[src/rtl/snes_pad_responder_if.sv]
// Console-side SNES pad link plus the CPU button-injection port, grouped for the responder.
interface snes_pad_responder_if;
    logic        CTRL_LATCH_i;
    logic        CTRL_CLK_i;
    logic        PAD_SDATA_i;
    logic        CTRL_SDATA_o;
    logic        EMU_EN_i;
    logic [11:0] BTN_i;
    logic        BTN_WR_i;
    logic        BTN_ACK_o;
    logic        POLL_o;
    logic [4:0]  BIT_CNT_o;

    modport master (
        output CTRL_LATCH_i,
        output CTRL_CLK_i,
        output PAD_SDATA_i,
        output EMU_EN_i,
        output BTN_i,
        output BTN_WR_i,
        input  CTRL_SDATA_o,
        input  BTN_ACK_o,
        input  POLL_o,
        input  BIT_CNT_o
    );

    modport slave (
        input  CTRL_LATCH_i,
        input  CTRL_CLK_i,
        input  PAD_SDATA_i,
        input  EMU_EN_i,
        input  BTN_i,
        input  BTN_WR_i,
        output CTRL_SDATA_o,
        output BTN_ACK_o,
        output POLL_o,
        output BIT_CNT_o
    );
endinterface

[src/rtl/snes_pad_responder.sv]
// SNES controller emulator: answers console latch/clock polling with a 16-bit button frame,
// or passes the physical pad through when emulation is disabled.
module snes_pad_responder #(
    parameter int unsigned        NBITS       = 16,
    parameter int unsigned        SYNC_STAGES = 2,
    parameter int unsigned        TIMEOUT     = 1024,
    parameter int unsigned        TO_W        = 11,
    parameter logic [NBITS-13:0]  ID_BITS     = 4'hF,
    parameter logic               POST_LEVEL  = 1'b0
) (
    input  logic                  CLK_i,
    input  logic                  NRST_i,
    snes_pad_responder_if.slave   bus
);

    localparam int unsigned CNT_W = $clog2(NBITS + 1);
    localparam int unsigned IDX_W = $clog2(NBITS);

    typedef enum logic [1:0] {StIdle, StLatched, StShift, StDone} state_e;

    state_e               state_q, state_d;
    logic [CNT_W-1:0]     bit_cnt_q, bit_cnt_d;
    logic [NBITS-1:0]     frame_q, frame_d;
    logic                 emu_q, emu_d;
    logic [TO_W-1:0]      to_cnt_q, to_cnt_d;
    logic [11:0]          pending_q, pending_d;
    logic                 poll_q, poll_d;
    logic                 ack_q;
    logic                 pad_q;

    logic [SYNC_STAGES-1:0] latch_sync_q, clk_sync_q;
    logic                   latch_prev_q, clk_prev_q;
    logic                   latch_lvl, latch_rise, latch_fall, clk_rise;
    logic [11:0]            pend_eff;
    logic [NBITS-1:0]       new_frame;
    logic                   sdata;

    // The console clock idles high, so its synchroniser resets high to avoid a false rise.
    always_ff @(posedge CLK_i or negedge NRST_i) begin
        if (!NRST_i) begin
            latch_sync_q <= '0;
            clk_sync_q   <= '1;
            latch_prev_q <= 1'b0;
            clk_prev_q   <= 1'b1;
        end else begin
            latch_sync_q <= {latch_sync_q[SYNC_STAGES-2:0], bus.CTRL_LATCH_i};
            clk_sync_q   <= {clk_sync_q[SYNC_STAGES-2:0], bus.CTRL_CLK_i};
            latch_prev_q <= latch_sync_q[SYNC_STAGES-1];
            clk_prev_q   <= clk_sync_q[SYNC_STAGES-1];
        end
    end

    assign latch_lvl  = latch_sync_q[SYNC_STAGES-1];
    assign latch_rise = latch_lvl & ~latch_prev_q;
    assign latch_fall = ~latch_lvl & latch_prev_q;
    assign clk_rise   = clk_sync_q[SYNC_STAGES-1] & ~clk_prev_q;

    // A write in the capture cycle is seen by the frame being built (write-through).
    assign pend_eff  = bus.BTN_WR_i ? bus.BTN_i : pending_q;
    assign new_frame = {ID_BITS, ~pend_eff};

    always_comb begin
        pending_d = bus.BTN_WR_i ? bus.BTN_i : pending_q;
        state_d   = state_q;
        bit_cnt_d = bit_cnt_q;
        frame_d   = frame_q;
        emu_d     = emu_q;
        to_cnt_d  = to_cnt_q;
        poll_d    = 1'b0;

        if (latch_rise) begin
            // Latch rise aborts whatever frame is open and wins over a coincident clock edge.
            state_d   = StLatched;
            frame_d   = new_frame;
            emu_d     = bus.EMU_EN_i;
            bit_cnt_d = '0;
        end else begin
            case (state_q)
                StLatched: begin
                    if (latch_fall) begin
                        state_d  = StShift;
                        to_cnt_d = '0;
                    end else if (latch_lvl) begin
                        frame_d   = new_frame;
                        bit_cnt_d = '0;
                    end
                end
                StShift: begin
                    if (clk_rise) begin
                        to_cnt_d = '0;
                        if (bit_cnt_q == CNT_W'(NBITS - 1)) begin
                            bit_cnt_d = CNT_W'(NBITS);
                            poll_d    = 1'b1;
                            state_d   = StDone;
                        end else begin
                            bit_cnt_d = bit_cnt_q + CNT_W'(1);
                        end
                    end else if (to_cnt_q == TO_W'(TIMEOUT - 1)) begin
                        state_d   = StIdle;
                        bit_cnt_d = '0;
                        to_cnt_d  = '0;
                    end else begin
                        to_cnt_d = to_cnt_q + TO_W'(1);
                    end
                end
                StIdle, StDone: begin
                end
                default: state_d = StIdle;
            endcase
        end
    end

    always_ff @(posedge CLK_i or negedge NRST_i) begin
        if (!NRST_i) begin
            state_q   <= StIdle;
            bit_cnt_q <= '0;
            frame_q   <= '1;
            emu_q     <= 1'b0;
            to_cnt_q  <= '0;
            pending_q <= '0;
            poll_q    <= 1'b0;
            ack_q     <= 1'b0;
            pad_q     <= 1'b1;
        end else begin
            state_q   <= state_d;
            bit_cnt_q <= bit_cnt_d;
            frame_q   <= frame_d;
            emu_q     <= emu_d;
            to_cnt_q  <= to_cnt_d;
            pending_q <= pending_d;
            poll_q    <= poll_d;
            ack_q     <= bus.BTN_WR_i;
            pad_q     <= bus.PAD_SDATA_i;
        end
    end

    always_comb begin
        sdata = pad_q;
        if (emu_q) begin
            if (state_q == StIdle) begin
                sdata = 1'b1;
            end else if (bit_cnt_q == CNT_W'(NBITS)) begin
                sdata = POST_LEVEL;
            end else begin
                sdata = frame_q[bit_cnt_q[IDX_W-1:0]];
            end
        end
    end

    assign bus.CTRL_SDATA_o = sdata;
    assign bus.BIT_CNT_o    = 5'(bit_cnt_q);
    assign bus.POLL_o       = poll_q;
    assign bus.BTN_ACK_o    = ack_q;

endmodule
[src/flat_wrapper.sv]
// flat-port wrapper written by rule: the top's interface ports become plain ports
module snes_pad_responder_flat 
#(
    parameter int unsigned        NBITS       = 16,
    parameter int unsigned        SYNC_STAGES = 2,
    parameter int unsigned        TIMEOUT     = 1024,
    parameter int unsigned        TO_W        = 11,
    parameter logic [NBITS-13:0]  ID_BITS     = 4'hF,
    parameter logic               POST_LEVEL  = 1'b0
)
  (CLK_i, NRST_i, bus_CTRL_LATCH_i, bus_CTRL_CLK_i, bus_PAD_SDATA_i, bus_EMU_EN_i, bus_BTN_i, bus_BTN_WR_i, bus_CTRL_SDATA_o, bus_BTN_ACK_o, bus_POLL_o, bus_BIT_CNT_o);
  snes_pad_responder_if bus_i ();
  input  logic CLK_i;
  input  logic NRST_i;
  input wire logic [$bits(bus_i.CTRL_LATCH_i)-1:0] bus_CTRL_LATCH_i;
  input wire logic [$bits(bus_i.CTRL_CLK_i)-1:0] bus_CTRL_CLK_i;
  input wire logic [$bits(bus_i.PAD_SDATA_i)-1:0] bus_PAD_SDATA_i;
  input wire logic [$bits(bus_i.EMU_EN_i)-1:0] bus_EMU_EN_i;
  input wire logic [$bits(bus_i.BTN_i)-1:0] bus_BTN_i;
  input wire logic [$bits(bus_i.BTN_WR_i)-1:0] bus_BTN_WR_i;
  output wire logic [$bits(bus_i.CTRL_SDATA_o)-1:0] bus_CTRL_SDATA_o;
  output wire logic [$bits(bus_i.BTN_ACK_o)-1:0] bus_BTN_ACK_o;
  output wire logic [$bits(bus_i.POLL_o)-1:0] bus_POLL_o;
  output wire logic [$bits(bus_i.BIT_CNT_o)-1:0] bus_BIT_CNT_o;
  assign bus_i.CTRL_LATCH_i = bus_CTRL_LATCH_i;
  assign bus_i.CTRL_CLK_i = bus_CTRL_CLK_i;
  assign bus_i.PAD_SDATA_i = bus_PAD_SDATA_i;
  assign bus_i.EMU_EN_i = bus_EMU_EN_i;
  assign bus_i.BTN_i = bus_BTN_i;
  assign bus_i.BTN_WR_i = bus_BTN_WR_i;
  assign bus_CTRL_SDATA_o = bus_i.CTRL_SDATA_o;
  assign bus_BTN_ACK_o = bus_i.BTN_ACK_o;
  assign bus_POLL_o = bus_i.POLL_o;
  assign bus_BIT_CNT_o = bus_i.BIT_CNT_o;
  snes_pad_responder #(.NBITS(NBITS), .SYNC_STAGES(SYNC_STAGES), .TIMEOUT(TIMEOUT), .TO_W(TO_W), .ID_BITS(ID_BITS), .POST_LEVEL(POST_LEVEL)) u_core (.CLK_i(CLK_i), .NRST_i(NRST_i), .bus(bus_i));
endmodule
[config.mk]
export PLATFORM = sky130hd
export DESIGN_NAME = snes_pad_responder_flat
export DESIGN_NICKNAME = d
export VERILOG_FILES = /design/src/rtl/snes_pad_responder_if.sv /design/src/rtl/snes_pad_responder.sv /design/src/flat_wrapper.sv
export SDC_FILE = /design/constraint.sdc
export NUM_CORES = 1
export LEC_CHECK = 0
export ABC_AREA = 1
export CAP_MARGIN = 20
export CORE_MARGIN = 2
export CORE_UTILIZATION = 45
export CTS_CLUSTER_SIZE = 24
export DETAILED_ROUTE_END_ITERATION = 7
export PLACE_DENSITY = 0.73
export SYNTH_ARGS = -nofsm -noshare
export SYNTH_HDL_FRONTEND = slang
export SYNTH_SLANG_ARGS = --single-unit
export TNS_END_PERCENT = 30
[constraint.sdc]
create_clock -name CLK_i -period 3.5 [get_ports CLK_i]
set_input_delay 0.35 -clock CLK_i [delete_from_list [all_inputs] [get_ports CLK_i]]
set_output_delay 0.35 -clock CLK_i [all_outputs]
set_load 0.01 [all_outputs]
### Word-level counts from Yosys, hierarchy flattened

Cells that the tools add are included.

* register bits: 56
* bits in latches: 0
* bits in writable memories: 0
* memory bits (read-only): 0
* input port bits: 19
* output and inout port bits: 8
* logic and storage cells: 76
* memories kept: 0

* add/subtract/negate cells: 2
* multiply operators: 0
* div/mod/pow operators: 0
* magnitude comparators: 1
* equality and inequality tests: 12
* shift-type cells: 0
* mux-type cells: 31
* bitwise logic cells: 8
* reduce and logical (&&, ||, !) cells: 9

Operators with widths (count)
* 16-bit two-way mux: 4
* 11-bit two-way mux: 3
* 5-bit two-way mux: 6
* 11-bit one-hot mux with 2 select lines: 1
* 12-bit two-way mux: 1
* 12-bit inverter: 1
* 11-bit by 1-bit adder with 11-bit output, second input constant: 1
* 11-bit by 10-bit == test with 1-bit output, second input constant: 1
* 2-bit two-way mux: 5
* 5-bit one-hot mux with 2 select lines: 1
* 1-bit two-way mux: 8
* 4-bit AND reduction: 2
* 3-bit by 1-bit inequality test with 1-bit output, second input constant: 2
* 3-bit AND reduction: 2
* 2-bit nonzero test: 3
* 5-bit by 1-bit adder with 5-bit output, second input constant: 1
* 5-bit by 4-bit == test with 1-bit output, second input constant: 1
* 5-bit == test, second input constant: 1
* 4-bit by 5-bit < comparator with 1-bit output, second input constant: 1
* 1-bit binary-select mux with 4-bit select: 1
* 2-bit by 1-bit inequality test with 1-bit output, second input constant: 2
* 4-bit by 1-bit inequality test with 1-bit output, second input constant: 1
* 4-bit by 3-bit inequality test with 1-bit output, second input constant: 1
* 1-bit inverter: 4
* other kinds (7): 9

### Logic depth before layout (Yosys ltp)

Gate-level depths: netlist (run 1).

* word-level depth: 6
* depth in mapped cells: 11
* gate-level depth less buffers: 11

### Worst setup path after synthesis (run 1)

Ideal clock, no wire load.

* path kind: flip-flop to output port
* start point: register u_core.bit_cnt_q[1] (netlist: u_core.bus.BIT_CNT_o[1])
* end point: output port bus_CTRL_SDATA_o
* arrival time: 1.284 ns
* data required time: 3.150 ns
* setup slack: 1.866 ns
* cell stages (with the launch flop): 10
* buffers on the path: 0
* cell sequence: dfrtp_1 -> inv_1 -> ha_1 -> nand2_1 -> inv_1 -> nor2_1 -> nand2_1 -> nand3_1 -> nand2_1 -> a21oi_1

* cells in the longest elaborated chain, start to end: 5
* elaborated cells between the ends (all ways): 6
* classes of those cells: 1 x eq/ne; 5 x mux

Ends and longest elaborated chain
* from (decl): line snes_pad_responder.sv:22 `logic [CNT_W-1:0] bit_cnt_q, bit_cnt_d;`
* from (signal assigned): line snes_pad_responder.sv:126 `bit_cnt_q <= bit_cnt_d;`
* 1-bit binary-select mux with 4-bit select: line snes_pad_responder.sv:145 `sdata = frame_q[bit_cnt_q[IDX_W-1:0]];`
* 1-bit two-way mux (implied by the code): line snes_pad_responder.sv:145
* 1-bit two-way mux (*): line snes_pad_responder.sv:142 `end else if (bit_cnt_q == CNT_W'(NBITS)) begin`
* 1-bit two-way mux (*): line snes_pad_responder.sv:140 `if (state_q == StIdle) begin`
* 1-bit two-way mux (*): line snes_pad_responder.sv:139 `if (emu_q) begin`
* to (decl): line flat_wrapper.sv:21 `output wire logic [$bits(bus_i.CTRL_SDATA_o)-1:0] bus_CTRL_SDATA_o;`

Every way passes the cells marked *; elsewhere a longest branch is shown, timed or not. The select of a mux whose other input is x is not followed.

### Final worst setup path (run 1)

* start point: register u_core.bit_cnt_q[0] (netlist: u_core.bus.BIT_CNT_o[0])
* end point: output port bus_CTRL_SDATA_o

Same word-level chain as after synthesis.

==> results.txt, run 1 <==
vias in the first global route - 1,817
Die Area - 0.006232 mm²
via count - 1,849
CTS sink cnt - 52
die height - 78.95 µm
CP startpoint kind - register
DR DRC count - 0
Post-Syn Area - 0.002527 mm²
Via density - 4.657
DP Area - 0.002855 mm²
Internal - 0.001164 W
GRT Total Usage - 15.93%
CTS tree - done
RSZ-0062 raised after global routing - false
Max transition margin - 52.13%
CP cell instances - inv_1, ha_1, nand2_1, inv_1, nor2_1, nand2_1, nand3_1, nand2_1, a21oi_1, clkdlybuf4s50_1
multi-input logic area - 997.2 µm²
final worst-path cycle share - 76.31%
CP Max Fanout - 15
cells on worst reg2reg path - 9
Crit Path Class - register to output pin
fmax - 0.3744 GHz
clock tree buffer depth - 2
Horiz. Die Dim - 78.95 µm
largest net degree at the start of global routing - 49
layout cell share with drive strength beyond 1 - 13.85%
Layout area overhead - 19.16%
fin crit period - 2.671 ns
HPWL after detailed placement - 3092 µm
synth warn - 0
Hold Path Stages - 0
Sequential Power Share - 45.6%
first drt pass iteration count - 4
Starting Density - 46.18%
Comb pwr share - 29.1%
worst-skew pair later-pin latency - 0.30 ns
Worst Path Arrival - 2.32 ns
Worst Setup Slack, final - 0.8291 ns
CTS root buf - clkbuf_8
Post-Syn Instances - 293
WP data required - 3.15 ns
max-slew violations - 0
Hold Path Class - register to register
total power - 0.001742 W
top-level I/O count - 27
Detailed Route Iter0 Violations - 92
Detail Route Antenna Nets - 0
Setup TNS - 0 ns
clock transition at the registers of the reported paths - 0.09 ns
Synth Register Bits - 52
Psw - 0.0005785 W
Yosys cell types - 23
drt wl/cell - 10.86 µm
status - finished, final reports clean
Power Density - 578.5 mW/mm²
share of the synthesized area in the top cell type - 35.64%
post-synthesis sequential area ratio - 52.28%
Critical Path End Type - output pin
Routed WL - 4310 µm
Num CTS Buffers - 5
diode count - 0
Area contributors post-synth - dfrtp_1 (36%), dfstp_2 (17%), nand2_1 (10%)
GP Congestion - 0.8473
Final nets - 350
Post-CTS Setup Repair Bufs - 0
FP Rows - 27
Sw Share - 33.21%
skew final - 0.005187 ns
number of max-cap violations - 0
Peak VDD IR - 0.2250 mV
Filler cells - 498
Crit path top cell by count - nand2_1
leading area contributor after synthesis - dfrtp_1
slowest CP cell - dfrtp_1
Critical Path Max Stage Delay - 0.60 ns
Register Area - 0.001321 mm²
clock power share - 25.4%
Worst Max-Slew Pin Slew - 0.7158 ns
grt ovf - 0
count of final setup violators - 0
final hold violation count - 0
leakage - 1.447 nW
first-pass GRT wire length - 7866 µm
Setup WS pre-CTS - 1.151 ns
H-tree levels - 2
CTS resizes - 0
CORE AREA - 0.005473 mm²
Port-buffer cells - 26
Hold Worst Slack - 0.3633 ns
average size of a mapped cell - 8.626 µm²
initial antenna violation count - 0
syn_nets - 319
fin area - 0.003012 mm²
## Yosys cell counts (all sizes together)
cell type,n
dfstp,16
nand2,73
o21ai,18
inv,49
dfrtp,36
buf,5
nand3,10
mux2i,7
xnor2,3
nor3,1
xor2,5
nor2,45
ha,7
nand4,9
a21oi,9
## cell usage in the layout, fill, tap and decap left out, types with 9 or more instances in the layout
master / instances
clkdlybuf4s50_1: 25
o21ai_0: 17
a21oi_1: 9
dfrtp_1: 36
dfstp_2: 16
nand2_1: 67
inv_1: 47
nand4_1: 9
nor2_1: 39
## power groups by stage
stage                     registers (W)  clock network (W)  logic [W]
after floorplan                0.000780                  0   0.000387
after global placement         0.000800                  0   0.000493
after detailed placement       0.000803                  0   0.000505
after CTS                      0.000794           0.000459   0.000507
after global routing           0.000807           0.000477   0.000582
final                          0.000794           0.000442   0.000507
## routing by layer
metal	track usage (%)	vias to the layer above	wire, µm
li1	-	964	-
met1	21.10	849	2146
met2	25.98	29	1964
met3	2.727	7	116
met4	6.724	0	83
met5	0	-	0
## cells by family after synthesis
kind of cell / after synthesis / share of synthesized area, %
buffers and inverters: 54 / 8.267
flip-flops: 52 / 52.28
adder cells (fa/ha/maj): 7 / 3.465
XOR/XNOR: 8 / 2.772
AND/OR/NAND/NOR: 138 / 25.10
multiplexers: 7 / 2.772
AO/OA/AOI/OAI: 27 / 5.346
## path summary, 6_finish.rpt
check	startpoint	to	slack, ns
setup / recovery	u_core.bus.BIT_CNT_o[0]	bus_CTRL_SDATA_o	0.83
hold / removal	u_core.clk_sync_q[0]	u_core.clk_sync_q[1]	0.36
setup reg to reg	u_core.bus.BIT_CNT_o[0]	u_core.bus.BIT_CNT_o[1]	1.60
hold reg to reg	u_core.clk_sync_q[0]	u_core.clk_sync_q[1]	0.36
max in group asynchronous	NRST_i	u_core.frame_q[7]	2.29
min in group asynchronous	NRST_i	u_core.pending_q[4]	0.49
## cell type report
type / count / area share [%]
clock buffers: 7 / 3.199
clock inverters: 1 / 0.9971
inverters: 49 / 6.107
multi-input cells: 187 / 33.11
flip-flops and latches: 52 / 43.87
well taps: 72 / 2.991
repair buffers: 29 / 9.722
## stage by stage
step / utilization, % / cells
2_1_floorplan: - / 293
3_3_place_gp: 52.17 / 387
3_5_place_dp: 52.17 / 387
4_1_cts: 54.48 / 395
5_1_grt: 55.03 / 397
6_report: 55.03 / 397
## repair_timing
action,CTS,global route
hold endpoints to repair,0,12
hold buffers,0,1
endpoints found under the setup margin,0,0
## worst max-delay path, delay by kind of cell (launching register included)
family | cells | cell delay (ns)
compound gates | 1 | 0.12
flops | 1 | 0.60
buf+inv | 3 | 0.74
fa+ha+maj | 1 | 0.23
simple gates | 5 | 0.33
## registers in the layout, indices dropped and copies added (netlist names)
signal and flops:
u_core.clk_sync_q 2, u_core.pending_q 12, u_core.pad_q 1, u_core.state_q 2, u_core.bus.POLL_o 1, u_core.bus.BIT_CNT_o 5, u_core.bus.BTN_ACK_o 1, u_core.emu_q 1
u_core.latch_sync_q 2, u_core.clk_prev_q 1, u_core.frame_q 12, u_core.latch_prev_q 1, u_core.to_cnt_q 11
Note: power is estimated with default switching activity, not from simulation.
==> inputs of run 2 (changes only) <==
==> constraint.sdc (replaced) <==
create_clock -name CLK_i -period 2.6 [get_ports CLK_i]
set_input_delay 0.26 -clock CLK_i [delete_from_list [all_inputs] [get_ports CLK_i]]
set_output_delay 0.26 -clock CLK_i [all_outputs]
set_load 0.01 [all_outputs]
==> run 2 against run 1 <==
Net effect: final area grew 0.50%; register-to-register slack lost 0.84 ns; sequential power grew 32%; clock power grew 35%; cell count grew 0.50%; critical endpoint unchanged; worst setup slack lost 0.66 ns; utilization grew 0.27 points; power grew 35%.
==> results.txt, run 2 (synthesis gave the netlist of run 1 again) <==
status - finished, final reports clean (unchanged)
Internal - 0.001573 W (was 0.001164 W)
final worst-path cycle share - 93.35%
Comb pwr share - 29.9% (was 29.1%)
worst-skew pair later-pin latency - 0.30 ns (about the same)
RSZ-0062 raised after global routing - false (unchanged)
largest net degree at the start of global routing - 47 (was 49)
reg2reg end - u_core.bus.BIT_CNT_o[0] (was u_core.bus.BIT_CNT_o[1])
number of max-cap violations - 0 (unchanged)
layout cell share with drive strength beyond 1 - 14.37% (was 13.85%)
count of final setup violators - 0 (unchanged)
CORE AREA - 0.005473 mm² (unchanged)
Crit Path Class - register to output pin (unchanged)
Worst Path Arrival - 2.17 ns (was 2.32 ns)
GRT Total Usage - 16.55% (was 15.93%)
Reg2Reg Setup Slack - 0.76 ns (was 1.60 ns)
clock power share - 25.4% (about the same)
skew final - 0.006330 ns (was 0.005187 ns)
Power Density - 778.3 mW/mm² (was 578.5 mW/mm²)
r2r startpoint - u_core.bus.BIT_CNT_o[1] (was u_core.bus.BIT_CNT_o[0])
diode count - 0 (unchanged)
most frequent cells in the layout - nand2_1 (67), inv_1 (47), nor2_1 (39) (unchanged)
H-tree levels - 2 (unchanged)
Sequential Power Share - 44.7% (was 45.6%)
Layout area overhead - 19.75% (was 19.16%)
final hold violation count - 0 (unchanged)
Peak VDD IR - 0.3607 mV (was 0.2250 mV)
Psw - 0.0007823 W (was 0.0005785 W)
CTS sink cnt - 52 (unchanged)
Final nets - 352 (was 350)
Detailed Route Iter0 Violations - 93 (was 92)
Die Area - 0.006232 mm² (unchanged)
CTS resizes - 0 (unchanged)
cells on worst reg2reg path - 9 (unchanged)
Port-buffer cells - 26 (unchanged)
fin crit period - 2.427 ns
Detail Route Antenna Nets - 0 (unchanged)
drt wl/cell - 11.06 µm (was 10.86 µm)
Hold Path Class - input pin to async pin (was register to register)
CP Max Fanout - 8 (was 15)
DR DRC count - 0 (unchanged)
Num CTS Buffers - 5 (unchanged)
Setup TNS - 0 ns (unchanged)
CTS tree - done (unchanged)
Via density - 4.669 (was 4.657)
Critical Path End Type - output pin (unchanged)
GP Congestion - 0.8907 (was 0.8473)
top-level I/O count - 27 (unchanged)
FP Rows - 27 (unchanged)
HPWL after detailed placement - 3217 µm (was 3092 µm)
leakage - 1.457 nW (was 1.447 nW)
fmax - 0.4120 GHz
clock transition at the registers of the reported paths - 0.09 ns (about the same)
first drt pass iteration count - 4 (unchanged)
CP startpoint kind - register (unchanged)
Starting Density - 46.18% (unchanged)
Horiz. Die Dim - 78.95 µm (unchanged)
vias in the first global route - 1,901 (was 1,817)
WP data required - 2.34 ns (was 3.15 ns)
die height - 78.95 µm (unchanged)
Sw Share - 33.21% (about the same)
grt ovf - 0 (unchanged)
Routed WL - 4414 µm (was 4310 µm)
Worst Max-Slew Pin Slew - 0.7088 ns (was 0.7158 ns)
max-slew violations - 0 (unchanged)
clock tree buffer depth - 2 (unchanged)
Max transition margin - 52.60% (was 52.13%)
via count - 1,863 (was 1,849)
initial antenna violation count - 0 (unchanged)
most common cell after layout, fill and taps aside - nand2_1 (unchanged)
first-pass GRT wire length - 8204 µm (was 7866 µm)
CTS root buf - clkbuf_8 (unchanged)
dpl cells - 389 (was 387)
largest registers - u_core.frame_q (12), u_core.pending_q (12), u_core.to_cnt_q (11) (unchanged)
Non-Filler Instances - 399 (was 397)
==> run 2: changes by cell type in the layout (fill, tap and decap cells not counted) <==
cell | before | now
buf_4 | 1 | 3
==> run 2: worst max-delay path: stages (launching register included) <==
cell	delay, ns
dfrtp_1	0.50
inv_1	0.13
ha_1	0.20
nand2_1	0.07
inv_1	0.03
nor2_1	0.08
nand2_1	0.05
nand3_1	0.06
nand2_1	0.06
a21oi_1	0.13
clkdlybuf4s50_1	0.55
==> run 2: area by class of cell <==
| cell class | instances | area (µm²) |
|---|---|---|
| Fill cell | 514 | 2446 |
| Inverter | 49 | 183.9 |
| Clock inverter | 1 | 30.03 |
| Timing Repair Buffer | 31 | 307.8 |
| Sequential cell | 52 | 1321 |
| Multi-Input combinational cell | 187 | 997.2 |
| Tap cell | 72 | 90.09 |
| Clock buffer | 7 | 96.34 |
==> run 2: layer usage <==
metal	track usage, %	routed length [µm]
met3	3.523	140
met5	0	0
met2	26.84	2047
met4	5.172	44
met1	22.40	2180
==> run 2: metrics by stage <==
| step | total power, W | util [%] | worst slack, ns | hold WS, ns | cell area (µm²) |
|---|---|---|---|---|---|
| global placement | 0.001754 | 52.45 | 0.5814 | 0.3364 | 2870 |
| finish | 0.002356 | 55.30 | 0.1729 | 0.2954 | 3027 |
| floorplan | 0.001570 | - | 0.9942 | -0.03559 | 2527 |
| detailed placement | 0.001768 | 52.45 | 0.5224 | 0.3401 | 2870 |
| CTS | 0.002375 | 54.76 | 0.1691 | 0.1525 | 2997 |
| global route | 0.002537 | 55.30 | 0.01799 | 0.2898 | 3027 |
==> run 2: worst max path at each step <==
stage	from	to	slack [ns]	cells past startpoint
finish	u_core.bus.BIT_CNT_o[1]	bus_CTRL_SDATA_o	0.17	10
CTS	u_core.bus.BIT_CNT_o[1]	bus_CTRL_SDATA_o	0.17	10
global placement	u_core.bus.BIT_CNT_o[1]	bus_CTRL_SDATA_o	0.58	10
detailed placement	u_core.bus.BIT_CNT_o[1]	bus_CTRL_SDATA_o	0.52	10
global route	u_core.bus.BIT_CNT_o[1]	bus_CTRL_SDATA_o	0.02	10
floorplan	u_core.bus.BIT_CNT_o[1]	u_core.bus.BIT_CNT_o[3]	0.99	9
==> run 2: power by group through the flow <==
stage	Combinational [W]	Sequential (W)	Clock [W]
CTS	0.000702	0.00106	0.000618
detailed placement	0.000698	0.00107	0
global placement	0.000687	0.00107	0
floorplan	0.000521	0.00105	0
global route	0.000812	0.00107	0.000650
finish	0.000704	0.00105	0.000598
==> run 2: what timing repair did <==
action                     4_1_cts  5_1_grt
hold buffers                     0        1
setup endpoints to repair        0        0
hold endpoints to repair         0        3
setup buffers                    0        0
==> inputs of run 3 (changes only) <==
--- a/config.mk
+++ b/config.mk
@@ -9,9 +9,11 @@
 export CAP_MARGIN = 20
 export CORE_MARGIN = 2
 export CORE_UTILIZATION = 45
+export CTS_CLUSTER_DIAMETER = 100
 export CTS_CLUSTER_SIZE = 24
 export DETAILED_ROUTE_END_ITERATION = 7
 export PLACE_DENSITY = 0.73
+export SLEW_MARGIN = 20
 export SYNTH_ARGS = -nofsm -noshare
 export SYNTH_HDL_FRONTEND = slang
 export SYNTH_SLANG_ARGS = --single-unit
==> run 3 against run 2 <==
Net effect: power is 0.12% lower; critical endpoint unchanged; clock skew barely moved; via count decreased by 0.59%; maximum frequency barely moved; non-clock buffer count down 1; hold slack gained 0.060 ns; worst setup slack improved by 0.0018 ns.
==> results.txt, run 3 (synthesis gave the netlist of run 1 again) <==
Via density - 4.653 (was 4.669)
slowest CP cell - clkdlybuf4s50_1 (unchanged)
diode count - 0 (unchanged)
most common cell after layout, fill and taps aside - nand2_1 (unchanged)
Layout area overhead - 19.06% (was 19.75%)
met1 usage - 22.40% (unchanged)
Power Density - 781.8 mW/mm² (was 778.3 mW/mm²)
fmax - 0.4123 GHz (was 0.4120 GHz)
reg2reg end - u_core.bus.BIT_CNT_o[0] (unchanged)
Critical Path Max Stage Delay - 0.55 ns (about the same)
drt wl/cell - 11.11 µm (was 11.06 µm)
clock tree buffer depth - 2 (unchanged)
WP data required - 2.34 ns (about the same)
Num CTS Buffers - 5 (unchanged)
initial antenna violation count - 0 (unchanged)
Peak VDD IR - 0.3608 mV (was 0.3607 mV)
Horiz. Die Dim - 78.95 µm (unchanged)
layout cell share with drive strength beyond 1 - 14.11% (was 14.37%)
CP cell instances - inv_1, ha_1, nand2_1, inv_1, nor2_1, nand2_1, nand3_1, nand2_1, a21oi_1, clkdlybuf4s50_1 (unchanged)
RSZ-0062 raised after global routing - false (unchanged)
Final nets - 351 (was 352)
status - finished, final reports clean (unchanged)
Hold Worst Slack - 0.3553 ns (was 0.2954 ns)
clock transition at the registers of the reported paths - 0.09 ns (about the same)
hold-critical path endpoint - u_core.pad_q
r2r startpoint - u_core.bus.BIT_CNT_o[1] (unchanged)
Detail Route Antenna Nets - 0 (unchanged)
die height - 78.95 µm (unchanged)
GR Util met3 - 3.523% (unchanged)
Buffers & Inverters on Critical Path - 3 (unchanged)
max-slew violations - 0 (unchanged)
count of final setup violators - 0 (unchanged)
Reg2Reg Setup Slack - 0.78 ns (was 0.76 ns)
worst hold start - bus_PAD_SDATA_i
final worst-path cycle share - 93.28% (was 93.35%)
Die Area - 0.006232 mm² (unchanged)
worst-skew pair later-pin latency - 0.30 ns (about the same)
Port-buffer cells - 26 (unchanged)
first drt pass iteration count - 4 (unchanged)
Worst Max-Slew Pin Slew - 0.7053 ns (was 0.7088 ns)
number of max-cap violations - 0 (unchanged)
largest registers - u_core.frame_q (12), u_core.pending_q (12), u_core.to_cnt_q (11) (unchanged)
grt ovf - 0 (unchanged)
Critical Path End Type - output pin (unchanged)
fin crit period - 2.425 ns (was 2.427 ns)
CTS tree - done (unchanged)
Crit path top cell by count - nand2_1 (unchanged)
Post-CTS Setup Repair Bufs - 0 (unchanged)
CTS sink cnt - 52 (unchanged)
Setup TNS - 0 ns (unchanged)
CTS root buf - clkbuf_8 (unchanged)
skew final - 0.006257 ns (was 0.006330 ns)
Worst Path Arrival - 2.17 ns (about the same)
via count - 1,852 (was 1,863)
CP Max Fanout - 8 (unchanged)
Worst Setup SP - u_core.bus.BIT_CNT_o[1] (unchanged)
Detailed Route Iter0 Violations - 102 (was 93)
CTS resizes - 0 (unchanged)
CORE AREA - 0.005473 mm² (unchanged)
H-tree levels - 2 (unchanged)
most used routing layer - met2 (unchanged)
Routed WL - 4420 µm (was 4414 µm)
# hold bufs at CTS - 0 (unchanged)
vias in the first global route - 1,901 (unchanged)
leakage - 1.449 nW (was 1.457 nW)
top-level I/O count - 27 (unchanged)
FP Rows - 27 (unchanged)
final hold violation count - 0 (unchanged)
cell family with most CP delay - buffers and inverters (unchanged)
HPWL after detailed placement - 3217 µm (unchanged)
Crit Path Class - register to output pin (unchanged)
Hold Path Class - input pin to register (was input pin to async pin)
largest net degree at the start of global routing - 47 (unchanged)
Max transition margin - 52.83% (was 52.60%)
DR DRC count - 0 (unchanged)
CP startpoint kind - register (unchanged)
first-pass GRT wire length - 8204 µm (unchanged)
most frequent cells in the layout - nand2_1 (67), inv_1 (47), nor2_1 (39) (unchanged)
cells on worst reg2reg path - 9 (unchanged)
dpl cells - 389 (unchanged)
GP Congestion - 0.8907 (unchanged)
Starting Density - 46.18% (unchanged)
met2 usage - 26.84% (unchanged)
Non-Filler Instances - 398 (was 399)
Hold Path Stages - 1
GRT Total Usage - 16.55% (unchanged)
## run 3: layout make-up
cell class              count  area, µm²
repair buffers             30      290.3
multi-input cells         187      997.2
clock buffers               7      96.34
fillers                   516       2464
clock inverters             1      30.03
well taps                  72      90.09
inverters                  49      183.9
flip-flops and latches     52       1321
## run 3: how the worst max path moves through the flow
| stage | end | slack (ns) | cells after the start |
|---|---|---|---|
| 2_1_floorplan | u_core.bus.BIT_CNT_o[3] | 0.99 | 9 |
| 3_3_place_gp | bus_CTRL_SDATA_o | 0.58 | 10 |
| 3_5_place_dp | bus_CTRL_SDATA_o | 0.52 | 10 |
| 4_1_cts | bus_CTRL_SDATA_o | 0.17 | 10 |
| 5_1_grt | bus_CTRL_SDATA_o | 0.02 | 10 |
| 6_report | bus_CTRL_SDATA_o | 0.17 | 10 |
## run 3: per-layer routing
metal  share of wire (%)  vias up
met5                   0        -
met4                 1.0        0
met3                 3.5        5
met2                  47       27
met1                  48      858
li1                    -      962
## run 3: per-stage QoR
| stage | util, % | worst slack, ns | total power (W) | cell area (µm²) |
|---|---|---|---|---|
| after CTS | 54.76 | 0.1691 | 0.002375 | 2997 |
| after global placement | 52.45 | 0.5814 | 0.001754 | 2870 |
| after floorplan | - | 0.9942 | 0.001570 | 2527 |
| after detailed placement | 52.45 | 0.5224 | 0.001768 | 2870 |
| final | 54.98 | 0.1746 | 0.002353 | 3009 |
| after global routing | 54.98 | 0.01799 | 0.002534 | 3009 |
## run 3: report_power, final
| part | switching [W] | internal, W |
|---|---|---|
| combinational | 0.000450 | 0.000251 |
| clock | 0.000258 | 0.000340 |
| sequential | 0.0000737 | 0.000980 |
| total | 0.000782 | 0.00157 |
